`src/rtl/ram_ctrl.sv`:
```
// Single-port register-file controller with write, read and clear-all
// operations, each completing with a one-cycle done pulse.
module ram_ctrl #(
    parameter int WIDTH = 4,
    parameter int DEPTH = 8,
    localparam int AW = $clog2(DEPTH)
) (
    input  logic             clk,
    input  logic             res,
    input  logic             wen,
    input  logic             ren,
    input  logic             clr,
    input  logic [AW-1:0]    address,
    input  logic [WIDTH-1:0] data,
    output logic [WIDTH-1:0] Q,
    output logic             busy,
    output logic             done,
    output logic             err
);

    typedef enum logic [1:0] {
        IDLE,
        ACCESS,
        CLEAR,
        DONE
    } state_t;

    state_t state, state_n;

    logic [WIDTH-1:0] mem [DEPTH];
    logic [AW-1:0]    addr_q;
    logic [AW-1:0]    cnt;
    logic [WIDTH-1:0] data_q;
    logic             op_wr;
    logic             req;
    logic             bad;
    logic             last;

    always_comb begin
        req     = wen || ren;
        bad     = (wen && ren) || (32'(address) >= 32'(DEPTH));
        last    = (cnt == AW'(DEPTH - 1));
        state_n = state;
        unique case (state)
            IDLE: begin
                if (clr)
                    state_n = CLEAR;
                else if (req && !bad)
                    state_n = ACCESS;
            end
            ACCESS:  state_n = DONE;
            CLEAR:   if (last) state_n = DONE;
            DONE:    state_n = IDLE;
            default: state_n = IDLE;
        endcase
    end

    always_ff @(posedge clk) begin
        if (!res) begin
            state <= IDLE;
            err   <= 1'b0;
            Q     <= '0;
            cnt   <= '0;
        end else begin
            state <= state_n;
            err   <= (state == IDLE) && !clr && req && bad;
            if (state == IDLE)
                cnt <= '0;
            else if (state == CLEAR)
                cnt <= cnt + AW'(1);
            if (state == ACCESS && !op_wr)
                Q <= mem[addr_q];
        end
    end

    // Request fields are captured every idle cycle; only the one taken
    // on the transition into ACCESS matters.
    always_ff @(posedge clk) begin
        if (state == IDLE) begin
            addr_q <= address;
            data_q <= data;
            op_wr  <= wen;
        end
    end

    // No reset on storage; a reset edge suppresses any pending write.
    always_ff @(posedge clk) begin
        if (res) begin
            if (state == CLEAR)
                mem[cnt] <= '0;
            else if (state == ACCESS && op_wr)
                mem[addr_q] <= data_q;
        end
    end

    assign busy = (state != IDLE);
    assign done = (state == DONE);

endmodule

```
`config.mk`:
```
export PLATFORM = sky130hd
export DESIGN_NAME = ram_ctrl
export DESIGN_NICKNAME = d
export VERILOG_FILES = /design/src/rtl/ram_ctrl.sv
export SDC_FILE = /design/constraint.sdc
export NUM_CORES = 1
export LEC_CHECK = 0
export ABC_AREA = 1
export BUFFER_PORTS_ARGS = -buffer_cell sky130_fd_sc_hd__buf_2
export CAP_MARGIN = 20
export CORE_MARGIN = 1.5
export CORE_UTILIZATION = 44
export DETAILED_ROUTE_END_ITERATION = 10
export HOLD_SLACK_MARGIN = 0.06
export PLACE_DENSITY = 0.7
export SLEW_MARGIN = 20
export SYNTH_ARGS = -nofsm -noshare
export SYNTH_HDL_FRONTEND = slang
export SYNTH_SLANG_ARGS = --single-unit
export TNS_END_PERCENT = 50
```
`constraint.sdc`:
```
create_clock -name clk -period 2.2 [get_ports clk]
set_input_delay 0.33 -clock clk [delete_from_list [all_inputs] [get_ports clk]]
set_output_delay 0.33 -clock clk [all_outputs]
set_load 0.01 [all_outputs]
```
# Yosys cells after proc, flatten, opt, wreduce, memory -nomap -nowiden
# Memory sizes are Yosys's and may differ from the RTL's. A register that Yosys moved wholly into a read port is not among the register bits.
# Index checks and enable logic that the tools add are counted.
# totals
elab_cells,46
mem_bits_rw,32
n_memories,1
regBits,14
input_bits,12
output_inout_bits,7
# mem_list
memory,words,width,rd,rd_clocked_by_memory_dff,write_ports,line_no,rtl
mem,8,4,1,1,1,30,logic [WIDTH-1:0] mem [DEPTH];
# classes
eq_ne,6
bitwise_logic,1
addsub,1
n_mux,14
reduce_logical,17
# op_table
operator,count
1-bit two-way mux,8
2-bit one-hot mux with 4 select lines,1
1-bit logical AND,7
2-bit two-way mux,3
2-bit == test (second input constant),2
1-bit zero test,4
4-bit two-way mux,1
4-bit OR reduction,1
3-bit by 1-bit adder with 3-bit output (second input constant),1
3-bit == test (second input constant),1
3-bit two-way mux,1
3-bit inequality test (second input constant),1
2-bit by 1-bit == test with 1-bit output (second input constant),1
2-bit zero test,1
2-bit inequality test (second input constant),1
2-bit AND reduction,1
2-bit nonzero test,1
2-bit OR reduction,1
1-bit logical OR,1
1-bit NOT,1

# Longest topological paths before layout
# depth
depth_word,8
depth_mapped,10
depth_no_buf,9

# Least setup slack after synthesis
# No wires, ideal clock.
# synth_path
kind,reg-to-reg
start,reg state[0]
end,mem mem[0][0] (enable)
path_buffers,1
required_time_ns,1.871
synth_period_minus_slack_ns,1.785
setup_slack_ns,0.415
t_arrival_ns,1.456
setup_time_ns,0.329
path_stages_with_launch,11
cell_sequence,dfxtp_1 inv_1 ha_1 inv_2 nand4_4 buf_6 nand2_2 o21ai_2 inv_2 nand2_1 nor2_1
# synth_between
elab_chain_cells,8
elab_cells_between_ends,13
classes_between,eq/ne: 2; mux: 9; reduce/logical: 2
# synth_lines
element,line_no,rtl
"start, declared",28,"state_t state, state_n;"
"start signal, assigned",65,state <= state_n;
2-bit by 1-bit == test with 1-bit output,91,else if (state == ACCESS && op_wr)
1-bit logical AND,91,
1-bit two-way mux,91,
1-bit two-way mux,89,if (state == CLEAR)
1-bit two-way mux,88,if (res) begin
1-bit two-way mux (implied by the code),92,mem[addr_q] <= data_q;
4-bit OR reduction (no line),n/a,
3-bit two-way mux (no line) or 1-bit two-way mux (tied branches),n/a,
"end, declared",30,
# Parallel ways exist; a longest one is shown, timed or not.

# Final worst setup path
# layout_path
start,reg state[0]
end,mem mem[4][3] (enable)
# Same word-level chain as after synthesis.

==> metrics.yaml <==
cts_max_level: 2
initial_core_util: 0.4559
postCtsHoldBufs: 0
areaGrowthSynthToFinish_pct: 11.95
stdcell_area_mm2: 0.002590
arrival_ns: 2.04
fmax_ghz: 0.4838
ctsRootBufferMaster: "clkbuf_8"
nets: 282
period_needed_ns: 2.067
timing.final.ws_setup_ns: 0.1331
slowest_delay_ns: 0.39
grtUsageTotal: 0.1563
syn_area_per_cell_um2: 9.803
cp_cell_sequence: "inv_1 > ha_1 > inv_2 > nand4_4 > o21ai_2 > nand2_1 > nor2_1"
path_class: "reg -> reg"
max-cap-violations: 0
wirelength_um: 3998
final_max_slew_viol_count: 0
netlist_area_mm2: 0.002313
core_area_mm2: 0.005075
clkLatencyLatePin_ns: 0.30
ys_seq_area_frac: 0.6057
worst_pin_slew_ns: 0.5369
diodes: 0
grt_pass1_wl_um: 6451
clock_sinks: 50
grt_max_degree: 17
required_ns: 2.18
p_leak_uw: 0.001188
die_y_um: 75.51
start_kind: "flop"
clk_pin_slew_ns: 0.09
critical_path_peak_fanout: 12
port_buffers: 18
skew_ns: 0.01084
period_share: 0.9395
rsz0062_at_grt: "true"
drc: 0
place.detailed.hpwl_um: 2982
dpl_cell_area_mm2: 0.002485
holdPathStages: 1
syn_inst: 236
ios: 19
relSlewSlack: 0.6408
post-place-cells: 324
r2r_end: "mem[4][3]$_DFFE_PP_"
synthesis.nets: 257
grt_pass1_vias: 1430
grt_overflow: 0
reg2reg_slack_ns: 0.13
vias: 1527
worstReg2RegStart: "state[0]$_SDFFE_PN0P_"
yosys_warnings: 0
ant_nets: 0
setup_tns_ns: 0
power_density_mw_per_mm2: 1024
vias_per_cell: 4.599
numCtsBuffers: 5
status: "completed"
ir_drop_v: 0.0007619
cts_max_path_buffers: 2
slowest_stage: "dfxtp_1"
die_w_um: 75.51
drtIter0Drc: 86
setup_viol: 0
rows: 26
wire_per_inst_um: 12.04
hp-start: "address[2]"
min_to: "addr_q[2]$_DFFE_PN_"
yosysUniqueCellTypes: 20
critPathCaptureType: "flop"
report.final.hold_viol_count: 0
dr.pass1.iters: 4
cts_tree: "built"
total_power_uw: 2651
rr_worst_depth: 7
min_path_type: "in -> reg"
synth-seq-cells: 50
dp_slack_ns: 0.1148
finalNonFillerCells: 332
antenna_found_initial: 0
gp_congestion: 0.7898
drive_gt1_frac: 0.1870
die_area_mm2: 0.005702
## layout by cell type (no fill, tap or decap), drive strengths merged
| master | netlist | layout |
|---|---|---|
| a211oi | 1 | 1 |
| a21oi | 8 | 8 |
| buf | 6 | 24 |
| clkbuf | 0 | 8 |
| dfxtp | 10 | 10 |
| edfxtp | 40 | 40 |
| ha | 9 | 9 |
| inv | 52 | 52 |
| nand2 | 55 | 55 |
| nand3 | 24 | 24 |
| nand4 | 1 | 1 |
| nor2 | 19 | 19 |
| nor3 | 1 | 1 |
| o211ai | 1 | 1 |
| o21ai | 9 | 9 |
## registers in the layout (all words and copies together) (netlist names)
register,cells
data_q,4
op_wr,1
addr_q,3
Q,4
mem,32
state,2
cnt,3
err,1
## routing by layer
metal | wire [µm] | global-route usage
met5 | 0 | 0
met1 | 1834 | 0.2029
met4 | 55 | 0.06349
met3 | 140 | 0.03175
met2 | 1966 | 0.2573
## synth_stat cells (all sizes together)
master / n / share of area
nand3: 24 / 0.052
nor3: 1 / 0.0022
a21oi: 8 / 0.017
dfxtp: 10 / 0.087
buf: 6 / 0.022
edfxtp: 40 / 0.52
nand2: 55 / 0.095
inv: 52 / 0.084
nand4: 1 / 0.0092
ha: 9 / 0.049
a211oi: 1 / 0.0032
nor2: 19 / 0.031
o211ai: 1 / 0.0054
o21ai: 9 / 0.024
## cell type report
cell class	count	area, µm²
Fill cell	479	2485
Sequential cell	50	1401
Multi-Input combinational cell	128	680.7
Inverter	52	195.2
Timing Repair Buffer	24	135.1
Clock buffer	8	90.09
Tap cell	70	87.58
## repair_timing
item                                    CTS  global route
endpoints found under the hold margin     0             0
gates resized for setup                   0             6
setup buffers                             0             0
endpoints found under the setup margin    0            24
## through the flow
| step | utilization | hold slack [ns] |
|---|---|---|
| after floorplan | - | 0.4289 |
| after global placement | 0.4896 | 0.4895 |
| after detailed placement | 0.4896 | 0.4810 |
| after CTS | 0.5074 | 0.1984 |
| after global routing | 0.5104 | 0.1935 |
| final | 0.5104 | 0.2018 |
## critical path, delay by kind of cell (launching register included)
family | cells | cell delay, ns
flip-flops | 1 | 0.39
buffers and inverters | 2 | 0.23
AO/OA/AOI/OAI | 1 | 0.18
AND/OR/NAND/NOR | 3 | 0.69
adder cells (fa/ha/maj) | 1 | 0.25
## worst max path at each step
stage / start / to / slack (ns) / depth (start not counted)
finish: state[0]$_SDFFE_PN0P_ / mem[4][3]$_DFFE_PP_ / 0.13 / 7
global route: state[0]$_SDFFE_PN0P_ / mem[3][3]$_DFFE_PP_ / -0.03 / 7
CTS: state[0]$_SDFFE_PN0P_ / mem[1][2]$_DFFE_PP_ / 0.1 / 7
detailed placement: state[0]$_SDFFE_PN0P_ / mem[1][1]$_DFFE_PP_ / 0.11 / 7
global placement: state[0]$_SDFFE_PN0P_ / mem[1][1]$_DFFE_PP_ / 0.21 / 7
floorplan: state[0]$_SDFFE_PN0P_ / mem[0][0]$_DFFE_PP_ / 0.41 / 10
## cells by family after synthesis
logic type	count (synthesis)	share of synthesized area
AND/OR/NAND/NOR	100	0.1888
buffers and inverters	58	0.1065
flip-flops	50	0.6057
AO/OA/AOI/OAI	19	0.05030
adder cells (fa/ha/maj)	9	0.04868
## report_power, final
| part | switching [µW] | internal, µW | total (µW) |
|---|---|---|---|
| clock network | 287 | 257 | 544 |
| registers | 104 | 1190 | 1290 |
| logic | 545 | 272 | 817 |
| total | 936 | 1720 | 2650 |
(Power assumes the default switching activity.)
